$ cat src/rtl/crc_arq_ctrl.sv
// Retransmission controller for the CRC link: launches each source word, checks the
// decoder error flag after a fixed latency, retries on error, delivers and counts frames.
module crc_arq_ctrl #(
    parameter int unsigned N         = 16,
    parameter int unsigned LAT       = 1,
    parameter int unsigned MAX_RETRY = 3
) (
    input  logic         clk,
    input  logic         reset,
    input  logic [N-1:0] in_data,
    input  logic         in_valid,
    output logic         in_ready,
    output logic [N-1:0] tx_data,
    output logic         tx_launch,
    input  logic [N-1:0] rx_data,
    input  logic         rx_error,
    output logic [N-1:0] out_data,
    output logic         out_valid,
    input  logic         out_ready,
    output logic         out_fail,
    output logic [2:0]   out_retries,
    output logic [15:0]  frames_ok,
    output logic [15:0]  frames_fail
);

    localparam logic [2:0] IDLE    = 3'd0;
    localparam logic [2:0] LAUNCH  = 3'd1;
    localparam logic [2:0] WAIT    = 3'd2;
    localparam logic [2:0] CHECK   = 3'd3;
    localparam logic [2:0] DELIVER = 3'd4;

    localparam logic [3:0] LAT_W = 4'(LAT);
    localparam logic [2:0] MAX_R = 3'(MAX_RETRY);

    logic [2:0]   state_q, state_d;
    logic [N-1:0] buf_q, buf_d;
    logic [2:0]   tries_q, tries_d;
    logic [3:0]   wait_q, wait_d;
    logic [N-1:0] out_data_q, out_data_d;
    logic         out_fail_q, out_fail_d;
    logic [2:0]   out_retries_q, out_retries_d;
    logic [15:0]  frames_ok_q, frames_ok_d;
    logic [15:0]  frames_fail_q, frames_fail_d;

    always_comb begin
        state_d       = state_q;
        buf_d         = buf_q;
        tries_d       = tries_q;
        wait_d        = wait_q;
        out_data_d    = out_data_q;
        out_fail_d    = out_fail_q;
        out_retries_d = out_retries_q;
        frames_ok_d   = frames_ok_q;
        frames_fail_d = frames_fail_q;
        case (state_q)
            IDLE: begin
                if (in_valid) begin
                    buf_d   = in_data;
                    tries_d = '0;
                    state_d = LAUNCH;
                end
            end
            LAUNCH: begin
                wait_d  = LAT_W;
                state_d = WAIT;
            end
            WAIT: begin
                wait_d = wait_q - 4'd1;
                if (wait_q == 4'd1) state_d = CHECK;
            end
            CHECK: begin
                if (!rx_error) begin
                    out_data_d    = rx_data;
                    out_fail_d    = 1'b0;
                    out_retries_d = tries_q;
                    frames_ok_d   = (frames_ok_q == '1) ? frames_ok_q : frames_ok_q + 16'd1;
                    state_d       = DELIVER;
                end else if (tries_q < MAX_R) begin
                    tries_d = tries_q + 3'd1;
                    state_d = LAUNCH;
                end else begin
                    // Exhausted retries: hand back the untouched source word.
                    out_data_d    = buf_q;
                    out_fail_d    = 1'b1;
                    out_retries_d = tries_q;
                    frames_fail_d = (frames_fail_q == '1) ? frames_fail_q : frames_fail_q + 16'd1;
                    state_d       = DELIVER;
                end
            end
            DELIVER: begin
                if (out_ready) state_d = IDLE;
            end
            default: state_d = IDLE;
        endcase
    end

    always_ff @(posedge clk or negedge reset) begin
        if (!reset) begin
            state_q       <= IDLE;
            buf_q         <= '0;
            tries_q       <= '0;
            wait_q        <= '0;
            out_data_q    <= '0;
            out_fail_q    <= 1'b0;
            out_retries_q <= '0;
            frames_ok_q   <= '0;
            frames_fail_q <= '0;
        end else begin
            state_q       <= state_d;
            buf_q         <= buf_d;
            tries_q       <= tries_d;
            wait_q        <= wait_d;
            out_data_q    <= out_data_d;
            out_fail_q    <= out_fail_d;
            out_retries_q <= out_retries_d;
            frames_ok_q   <= frames_ok_d;
            frames_fail_q <= frames_fail_d;
        end
    end

    assign in_ready    = (state_q == IDLE);
    assign tx_launch   = (state_q == LAUNCH);
    assign out_valid   = (state_q == DELIVER);
    assign tx_data     = buf_q;
    assign out_data    = out_data_q;
    assign out_fail    = out_fail_q;
    assign out_retries = out_retries_q;
    assign frames_ok   = frames_ok_q;
    assign frames_fail = frames_fail_q;

endmodule

$ cat config.mk
export PLATFORM = sky130hd
export DESIGN_NAME = crc_arq_ctrl
export DESIGN_NICKNAME = d
export VERILOG_FILES = /design/src/rtl/crc_arq_ctrl.sv
export SDC_FILE = /design/constraint.sdc
export NUM_CORES = 1
export LEC_CHECK = 0
export BUFFER_PORTS_ARGS = -buffer_cell sky130_fd_sc_hd__buf_2
export CAP_MARGIN = 20
export CORE_ASPECT_RATIO = 1.1
export CORE_MARGIN = 3
export CORE_UTILIZATION = 36
export DETAILED_ROUTE_END_ITERATION = 10
export PLACE_DENSITY = 0.6
export SLEW_MARGIN = 25
export SYNTH_ARGS = -nofsm -noshare
export SYNTH_HDL_FRONTEND = slang
export SYNTH_SLANG_ARGS = --single-unit
$ cat constraint.sdc
create_clock -name clk -period 1.7 [get_ports clk]
set_input_delay 0.085 -clock clk [delete_from_list [all_inputs] [get_ports clk]]
set_output_delay 0.085 -clock clk [all_outputs]
set_load 0.01 [all_outputs]
==> results.py, run 1 <==
metrics = {
    "run_status": {
        "status": "finished, final reports clean",
    },
    "synth": {
        "syn-num-nets": 365,
        "synth-seq-area-share_pct": 52.70,
        "yosysTopAreaCellShare_pct": 52.70,
        "ys_async_sr_fraction_pct": 100.0,
        "synthFlopType": "dfrtp_1",
        "synth_edf_count": 0,
        "synth.area.top_cells": "dfrtp_1, mux2_1, xor2_1, mux2i_1, a21oi_1",
        "yosysTopAreaCell": "dfrtp_1",
        "netlist_area_um2": 3704,
        "yosys_warnings": 0,
        "postSynthCellCount": 323,
        "ys_ff_latch": 78,
        "synth.distinct_cells": 52,
        "syn_area_per_cell_um2": 11.47,
    },
    "sta": {
        "slew_viol_final": 0,
        "tightest_slew_ns": 0.5066,
        "fin_crit_sh_pct": 95.96,
        "hold_violations": 0,
        "max_freq_mhz": 613.0,
        "min_period_ns": 1.631,
        "fin_skew_ns": 0.01060,
        "max_slew_margin_pct": 66.23,
        "finalSetupViolations": 0,
        "rsz0062_at_grt": "yes",
    },
    "place": {
        "io_buffers": 107,
        "dp_cells": 566,
        "placed_area_um2": 4581,
        "gp_congestion": 0.7888,
        "dp_hpwl_um": 6657,
    },
    "finish": {
        "fin_nets": 518,
        "final_layout_size_suffix_gt1_share_pct": 36.88,
        "fin_area_um2": 5009,
        "area_delta_synth_final_pct": 35.24,
        "layout_common_cells": "buf_2, dfrtp_1, buf_4, a21oi_1",
        "diodes": 0,
        "final_common_cell": "buf_2",
        "fin_cells": 600,
    },
    "power": {
        "vdd_drop_max_mv": 0.6101,
        "p_per_area_nw_per_um2": 1353,
        "leakage_nw": 2.543,
    },
    "clock_tree": {
        "cts_root_buf": "clkbuf_8",
        "insertion_delay_ns": 0.34,
        "clkTransAtPathRegs_ns": 0.07,
        "clkSinkCount": 78,
        "numCtsBuffers": 9,
        "clockBufferDepth": 2,
        "ctsHtreeMaxLevel": 3,
        "cts_tree": "done",
    },
    "die": {
        "die_area_um2": 11540,
        "die_y_um": 112.4,
        "initial_core_util_pct": 37.27,
        "core_um2": 9937,
        "placementRows": 38,
        "die_w_um": 102.7,
        "io_pins": 108,
    },
    "detailed_routing": {
        "wl_per_cell_um": 15.32,
        "drt.antenna.violating_nets": 0,
        "vias_per_cell": 5.043,
        "drt_drc_violations_left": 0,
        "dr.pass1.iters": 4,
        "drt_iter0_drc": 128,
        "vias": 3026,
        "totalWireLength_um": 9189,
    },
    "global_routing": {
        "antenna_found_initial": 0,
        "grt_first_pass_wirelength_um": 15010,
        "gr-total-overflow": 0,
        "first_global_vias": 3088,
        "grt_use_total_pct": 16.45,
        "grt_max_degree": 39,
    },
    "run": {
        "maxCapViolations": 0,
    },
    "critical_path": {
        "cp.arrival_ns": 1.86,
        "path_delay_family": "simple AND/OR/NAND/NOR gates",
        "slowest_delay_ns": 0.40,
        "worst-path-buf-inv": 0,
        "required_ns": 1.93,
        "cp_slowest_cell": "dfrtp_1",
        "worstPathMaxFanout": 4,
        "endpoint_kind": "flip-flop",
        "critPathKind": "flip-flop to flip-flop",
        "cp-start-kind": "flip-flop",
        "path_cells": "ha_1 -> and2_2 -> and4_4 -> a21boi_4 -> mux2_1",
    },
    "hold_path": {
        "hold_path.class": "primary input to flip-flop",
    },
}
## registers in the layout (all words and copies together) (netlist names)
signal       count
tx_data         16
frames_ok       16
frames_fail     16
state_q          3
tries_q          3
out_retries      3
out_data        16
wait_q           4
out_fail         1
## cells in the mapped netlist (7+ instances only)
library cell and number:
dfrtp_1 78, and3_1 7, nor3_1 9, mux2_1 20
nand4_1 7, nand2_1 15, mux2i_1 16, a21oi_1 27
xor2_1 25, nor4_1 7, nor2_1 25, nand3_1 7
## power breakdown
part | leakage [nW] | total [mW] | switching (mW) | internal [mW]
combinational | 1.46 | 2.46 | 1.28 | 1.18
sequential | 0.988 | 2.83 | 0.398 | 2.44
clock | 0.0973 | 1.48 | 0.663 | 0.815
total | 2.54 | 6.77 | 2.35 | 4.43
## worst paths after layout
check	startpoint	endpoint	slack, ns	cells after the start
worst max-delay path	frames_ok[0]	frames_ok[1]	0.07	5
worst min-delay path	out_ready	state_q[2]	0.03	3
worst max register to register	frames_ok[0]	frames_ok[1]	0.07	5
worst min register to register	out_retries[1]	out_retries[1]	0.49	1
max in group asynchronous	reset	frames_ok[1]	0.87	3
min in group asynchronous	reset	out_data[10]	0.25	2
## metrics by stage
step | utilization, % | hold WS [ns] | setup TNS (ns) | worst slack, ns | power, mW
finish | 50.40 | 0.03340 | 0 | 0.06864 | 6.775
global route | 50.40 | 0.03014 | -0.02617 | -0.02617 | 7.268
CTS | 49.94 | 0.02561 | 0 | 0.009915 | 6.849
detailed placement | 46.10 | 0.09577 | 0 | 0.02163 | 5.310
global placement | 46.10 | 0.09391 | 0 | 0.08769 | 5.228
floorplan | - | -0.2106 | -0.005256 | -0.005256 | 4.215
## repair_timing
action	CTS	global route
setup endpoints to repair	0	7
resized for setup	0	5
endpoints found under the hold margin	52	0
setup buffers	0	2
hold buffers	17	0
## cell families after synthesis
group	synth area share, %
DFF	52.70
xor gates and xnor gates	6.622
adders and majority gates	1.689
AOI/OAI and AO/OA	9.190
buffers and inverters	2.702
muxes	10.71
and+or+nand+nor	16.39
## worst min-delay path, delay by kind of cell
kind            cells  cell delay, ns
buf+inv             2            0.14
compound gates      1            0.10
## final cells by class
cell class / instances / area, µm²
Clock buffer: 9 / 123.9
Clock inverter: 6 / 87.58
Fill cell: 921 / 4928
Inverter: 7 / 26.28
Multi-Input combinational cell: 225 / 1703
Sequential cell: 78 / 1952
Tap cell: 120 / 150.1
Timing Repair Buffer: 155 / 965.9
## routing by layer
layer  GRT usage [%]  share of wire, %  vias to the layer above  wire length, µm
met5               0                 0                        -                0
met4           4.199               1.3                        0              116
met3           5.096               5.3                        9              486
met2           28.47                52                       76             4782
met1           19.65                41                     1470             3803
li1                -                 -                     1471                -
Power figures use the tool's default switching activity.
==> run 2, diff against run 1 <==
--- a/config.mk
+++ b/config.mk
@@ -11,7 +11,7 @@
 export CORE_MARGIN = 3
 export CORE_UTILIZATION = 36
 export DETAILED_ROUTE_END_ITERATION = 10
-export PLACE_DENSITY = 0.6
+export PLACE_DENSITY = 0.61
 export SLEW_MARGIN = 25
 export SYNTH_ARGS = -nofsm -noshare
 export SYNTH_HDL_FRONTEND = slang
==> run 2 against run 1 <==
Compared with the run above:
- final area increased by 0.32%
- via count grew 1.7%
- sequential share of layout area decreased by 0.13 points
- fmax shrank 1.5%
- critical path type unchanged
- critical endpoint unchanged
- largest cell class unchanged
- highest routed layer unchanged
==> results.py, run 2 (synthesis results as in run 1) <==
metrics = {
    "run_status": {
        "status": "finished, final reports clean",
    },
    "hold_path": {
        "holdPathEnd": "state_q[2]",
        "hold_path.class": "primary input to flip-flop",
        "min-delay-start": "out_ready",
        "worstHoldPathCells": 3,
    },
    "global_routing": {
        "antenna_found_initial": 0,
        "globalRoute.busiestLayer": "met2",
        "grt_use_total_pct": 16.80,
        "grtUsageMet1_pct": 21.17,
        "grt_max_degree": 59,
        "gr-total-overflow": 0,
        "first_global_vias": 3191,
        "grt_first_pass_wirelength_um": 15480,
        "grtUsageMet3_pct": 5.469,
        "use_met2_pct": 27.52,
    },
    "critical_path": {
        "r2r-start": "frames_ok[1]",
        "worst-path-buf-inv": 0,
        "cp_slowest_cell": "dfrtp_1",
        "slowest_delay_ns": 0.41,
        "reg2reg_slack_ns": 0.04,
        "reg2reg_to": "frames_ok[1]",
        "ff2ff_path_depth": 5,
        "path_cells": "ha_1 -> and2_2 -> and4_4 -> a21boi_2 -> mux2_1",
        "cp-start-kind": "flip-flop",
        "path_delay_family": "simple AND/OR/NAND/NOR gates",
        "endpoint_kind": "flip-flop",
        "required_ns": 1.94,
        "critPathKind": "flip-flop to flip-flop",
        "worstPathMaxFanout": 4,
        "critPathLaunch": "frames_ok[1]",
        "cp.arrival_ns": 1.89,
    },
    "die": {
        "initial_core_util_pct": 37.27,
        "io_pins": 108,
        "placementRows": 38,
        "die_area_um2": 11540,
        "die_y_um": 112.4,
        "die_w_um": 102.7,
        "core_um2": 9937,
    },
    "place": {
        "io_buffers": 107,
        "dp_cells": 565,
        "gp_congestion": 0.8385,
        "pre_cts_slack_ns": 0.01912,
        "dp_hpwl_um": 6638,
    },
    "sta": {
        "rsz0062_at_grt": "yes",
        "hold_ws_ns": 0.02304,
        "tightest_slew_ns": 0.3569,
        "fin_skew_ns": 0.007260,
        "finalSetupViolations": 0,
        "min_period_ns": 1.656,
        "fin_crit_sh_pct": 97.42,
        "setup_slack_ns": 0.04384,
        "hold_violations": 0,
        "slew_viol_final": 0,
        "max_freq_mhz": 603.8,
        "max_slew_margin_pct": 76.12,
    },
    "clock_tree": {
        "clockBufferDepth": 2,
        "ctsHtreeMaxLevel": 3,
        "clkSinkCount": 78,
        "insertion_delay_ns": 0.35,
        "cts_root_buf": "clkbuf_8",
        "clkTransAtPathRegs_ns": 0.09,
        "cts_tree": "done",
        "numCtsBuffers": 9,
    },
    "detailed_routing": {
        "wl_per_cell_um": 15.44,
        "dr.pass1.iters": 5,
        "vias_per_cell": 5.144,
        "drt.antenna.violating_nets": 0,
        "totalWireLength_um": 9234,
        "drt_drc_violations_left": 0,
        "vias": 3076,
        "drt_iter0_drc": 115,
    },
    "finish": {
        "finish.utilization_pct": 50.57,
        "area_delta_synth_final_pct": 35.68,
        "final_common_cell": "buf_2",
        "layout_common_cells": "buf_2, dfrtp_1, a21oi_1, buf_4",
        "diodes": 0,
        "fin_nets": 515,
        "final_layout_size_suffix_gt1_share_pct": 37.24,
        "fillers": 913,
        "fin_cells": 598,
    },
    "power": {
        "leakage_nw": 2.563,
        "p_per_area_nw_per_um2": 1364,
        "vdd_drop_max_mv": 0.7009,
        "p_total_mw": 6.856,
    },
    "run": {
        "maxCapViolations": 0,
    },
}
## run 2: routing by layer
| metal | up-vias | share of wire (%) |
|---|---|---|
| li1 | 1460 | - |
| met1 | 1502 | 42 |
| met2 | 99 | 50 |
| met3 | 15 | 6.7 |
| met4 | 0 | 1.8 |
| met5 | - | 0 |
## run 2: how the worst max path moves through the flow
stage,end,slack (ns),cells past startpoint
floorplan,frames_ok[1],-0.005,5
global placement,frames_ok[5],0.04,6
detailed placement,frames_ok[5],0.02,6
CTS,frames_ok[5],0.009,6
global route,frames_ok[15],-0.06,5
finish,frames_ok[1],0.04,5
## run 2: final cells by class
cell class	instances	area [µm²]	area share, %
sequential	78	1952	38.84
multi-input combinational	225	1719	34.21
timing repair buffer	152	955.9	19.02
tap	120	150.1	2.988
clock buffer	9	123.9	2.465
clock inverter	7	97.59	1.942
inverter	7	26.28	0.5229
## run 2: where the power goes
group / switching (mW) / internal (mW) / leakage (nW)
registers: 0.383 / 2.44 / 0.988
clock network: 0.712 / 0.831 / 0.106
logic: 1.32 / 1.18 / 1.47
## run 2: timing repair
item,in CTS,in global routing
hold buffers,17,0
setup endpoints to repair,0,26
endpoints found under the hold margin,94,0
resized for setup,0,9
buffers inserted,0,0
## run 2: metrics by stage
step | setup TNS (ns) | area (µm²)
3_5_place_dp | 0 | 4586
6_report | 0 | 5025
3_3_place_gp | 0 | 4586
2_1_floorplan | -0.005256 | 3716
5_1_grt | -0.06596 | 5025
4_1_cts | 0 | 4977
## run 2: worst register-to-register path, delay by kind of cell (launching register included)
| family | cells | cell delay, ns |
|---|---|---|
| adder cells (fa/ha/maj) | 1 | 0.20 |
| multiplexers | 1 | 0.34 |
| AO/OA/AOI/OAI | 1 | 0.19 |
| AND/OR/NAND/NOR | 2 | 0.41 |
| flip-flops | 1 | 0.41 |
==> run 3, diff against run 2 <==
--- a/config.mk
+++ b/config.mk
@@ -5,13 +5,14 @@
 export SDC_FILE = /design/constraint.sdc
 export NUM_CORES = 1
 export LEC_CHECK = 0
+export ABC_AREA = 1
 export BUFFER_PORTS_ARGS = -buffer_cell sky130_fd_sc_hd__buf_2
 export CAP_MARGIN = 20
 export CORE_ASPECT_RATIO = 1.1
 export CORE_MARGIN = 3
 export CORE_UTILIZATION = 36
 export DETAILED_ROUTE_END_ITERATION = 10
-export PLACE_DENSITY = 0.61
+export PLACE_DENSITY = 0.6
 export SLEW_MARGIN = 25
 export SYNTH_ARGS = -nofsm -noshare
 export SYNTH_HDL_FRONTEND = slang
==> run 3 against run 2 <==
Compared with the run above:
- largest power group unchanged
- clock-buffer cell count grew 1
- global-route usage shrank 0.49 points
- largest cell class unchanged
- setup slack better by 0.11 ns
- synthesized cell count rose by 62%
- clock skew fell by 0.00064 ns
- via count up 23%
- cell count increased by 36%
==> results.py, run 3 <==
metrics = {
    "detailed_routing": {
        "drt.antenna.violating_nets": 0,
        "vias_per_cell": 4.636,
        "totalWireLength_um": 10150,
        "drt_drc_violations_left": 0,
        "dr.pass1.iters": 6,
        "drt_iter0_drc": 117,
        "wl_per_cell_um": 12.45,
        "vias": 3778,
    },
    "run": {
        "maxCapViolations": 0,
    },
    "global_routing": {
        "antenna_found_initial": 0,
        "grt_max_degree": 79,
        "grt_use_total_pct": 16.31,
        "gr-total-overflow": 0,
        "first_global_vias": 3592,
        "grt_first_pass_wirelength_um": 16450,
    },
    "synth": {
        "yosys_warnings": 0,
        "synth.top_cells.by_count": "nand2_1, dfrtp_1, nor2_1",
        "yosysTopAreaCellShare_pct": 48.15,
        "synth.distinct_cells": 33,
        "syn-num-nets": 566,
        "synth-seq-area-share_pct": 48.15,
        "ys_async_sr_fraction_pct": 100.0,
        "yosysTopAreaCell": "dfrtp_1",
        "synth.area.top_cells": "dfrtp_1, nand2_1, nor2_1, inv_1, a31oi_1",
        "netlist_area_um2": 4054,
        "postSynthCellCount": 524,
        "synth_edf_count": 0,
        "ys_ff_latch": 78,
        "synth_most_common_cell": "nand2_1",
        "syn_area_per_cell_um2": 7.736,
        "synthFlopType": "dfrtp_1",
    },
    "finish": {
        "ff_latch_area_um2": 1953,
        "layout_common_cells": "nand2_1, buf_2, dfrtp_1, nor2_1, inv_1",
        "final_common_cell": "nand2_1",
        "diodes": 0,
        "final_layout_size_suffix_gt1_share_pct": 23.80,
        "fin_cells": 815,
        "fillers": 1070,
        "area_delta_synth_final_pct": 31.98,
        "fin_nets": 705,
        "fin_area_um2": 5350,
        "multi_input_area_um2": 1866,
    },
    "clock_tree": {
        "clkTransAtPathRegs_ns": 0.06,
        "insertion_delay_ns": 0.33,
        "numCtsBuffers": 9,
        "cts_tree": "done",
        "ctsHtreeMaxLevel": 3,
        "clockBufferDepth": 2,
        "clkSinkCount": 78,
        "cts_root_buf": "clkbuf_16",
    },
    "critical_path": {
        "cp-start-kind": "flip-flop",
        "required_ns": 1.92,
        "critPathKind": "flip-flop to flip-flop",
        "cp.arrival_ns": 1.77,
        "worstPathMaxFanout": 18,
        "endpoint_kind": "flip-flop",
    },
    "die": {
        "initial_core_util_pct": 36.99,
        "die_y_um": 117.3,
        "io_pins": 108,
        "die_area_um2": 12570,
        "die_w_um": 107.2,
        "placementRows": 40,
        "core_um2": 10960,
    },
    "sta": {
        "tightest_slew_ns": 0.4235,
        "fin_crit_sh_pct": 91.11,
        "max_freq_mhz": 645.6,
        "rsz0062_at_grt": "no",
        "hold_violations": 0,
        "min_period_ns": 1.549,
        "finalSetupViolations": 0,
        "tns_ns": 0,
        "slew_viol_final": 0,
        "setup_slack_ns": 0.1511,
        "fin_skew_ns": 0.006622,
        "max_slew_margin_pct": 71.77,
    },
    "power": {
        "p_total_mw": 7.311,
        "vdd_drop_max_mv": 0.7239,
        "p_per_area_nw_per_um2": 1366,
        "leakage_nw": 2.816,
    },
    "place": {
        "placed_area_um2": 4790,
        "gp_congestion": 0.8215,
        "io_buffers": 107,
        "dp_hpwl_um": 7026,
        "pre_cts_slack_ns": 0.07910,
        "dp_cells": 777,
    },
    "hold_path": {
        "hold_path.class": "primary input to flip-flop",
    },
    "run_status": {
        "status": "finished, final reports clean",
    },
}
[run 3: final cells by class]
| type | count | share of cell area, % |
|---|---|---|
| inverter | 39 | 2.783 |
| timing repair buffer | 141 | 16.51 |
| clock inverter | 6 | 1.614 |
| tap | 147 | 3.438 |
| multi-input combinational | 394 | 34.87 |
| sequential | 78 | 36.51 |
| clock buffer | 10 | 4.280 |
[run 3: cells by family after synthesis]
kind of cell	count (synthesis)	share of synthesized area (%)
adders and majority gates	5	1.543
muxes	1	0.2469
DFF	78	48.15
xor gates and xnor gates	16	3.457
buffers and inverters	52	6.173
AOI/OAI and AO/OA	36	5.247
and+or+nand+nor	336	35.19
[run 3: final timing paths]
check                        startpoint       endpoint  slack [ns]  depth (start not counted)
max                        frames_ok[1]  frames_ok[14]        0.15                          8
min                         rx_data[13]   out_data[13]        0.02                          3
max reg2reg                frames_ok[1]  frames_ok[14]        0.15                          8
min reg2reg                    out_fail       out_fail        0.48                          2
max in group asynchronous         reset    out_data[0]        1.05                          3
min in group asynchronous         reset   frames_ok[5]        0.32                          3
[run 3: metal layers]
layer / wire length (µm) / track usage, % / vias to the layer above
li1: - / - / 1923
met1: 4528 / 20.25 / 1748
met2: 4823 / 27.16 / 96
met3: 675 / 5.156 / 11
met4: 119 / 5.286 / 0
met5: 0 / 0 / -
[run 3: stage by stage]
step	util (%)	hold slack, ns
floorplan	-	-0.2106
global route	48.81	0.01037
global placement	43.70	0.1460
finish	48.81	0.01620
CTS	48.49	0.0004790
detailed placement	43.70	0.1488
[run 3: what timing repair did]
action,CTS,global route
hold endpoints to repair,98,0
hold buffers,21,0
setup endpoints to repair,0,18
resized for setup,0,4
setup buffers,0,1
[run 3: worst max-delay path, stage by stage, from the launching register on]
cell	delay, ns
dfrtp_2	0.39
ha_2	0.22
nand3_4	0.12
nor2_8	0.15
nand4_4	0.14
nand2_8	0.17
inv_4	0.10
nand2_1	0.08
nand2_1	0.05
[run 3: where the power goes]
group | leakage [nW] | internal, mW | switching [mW] | total (mW)
logic | 1.66 | 0.969 | 1.40 | 2.37
clock network | 0.152 | 1.28 | 0.773 | 2.06
registers | 1.00 | 2.44 | 0.439 | 2.88
total | 2.82 | 4.69 | 2.62 | 7.31
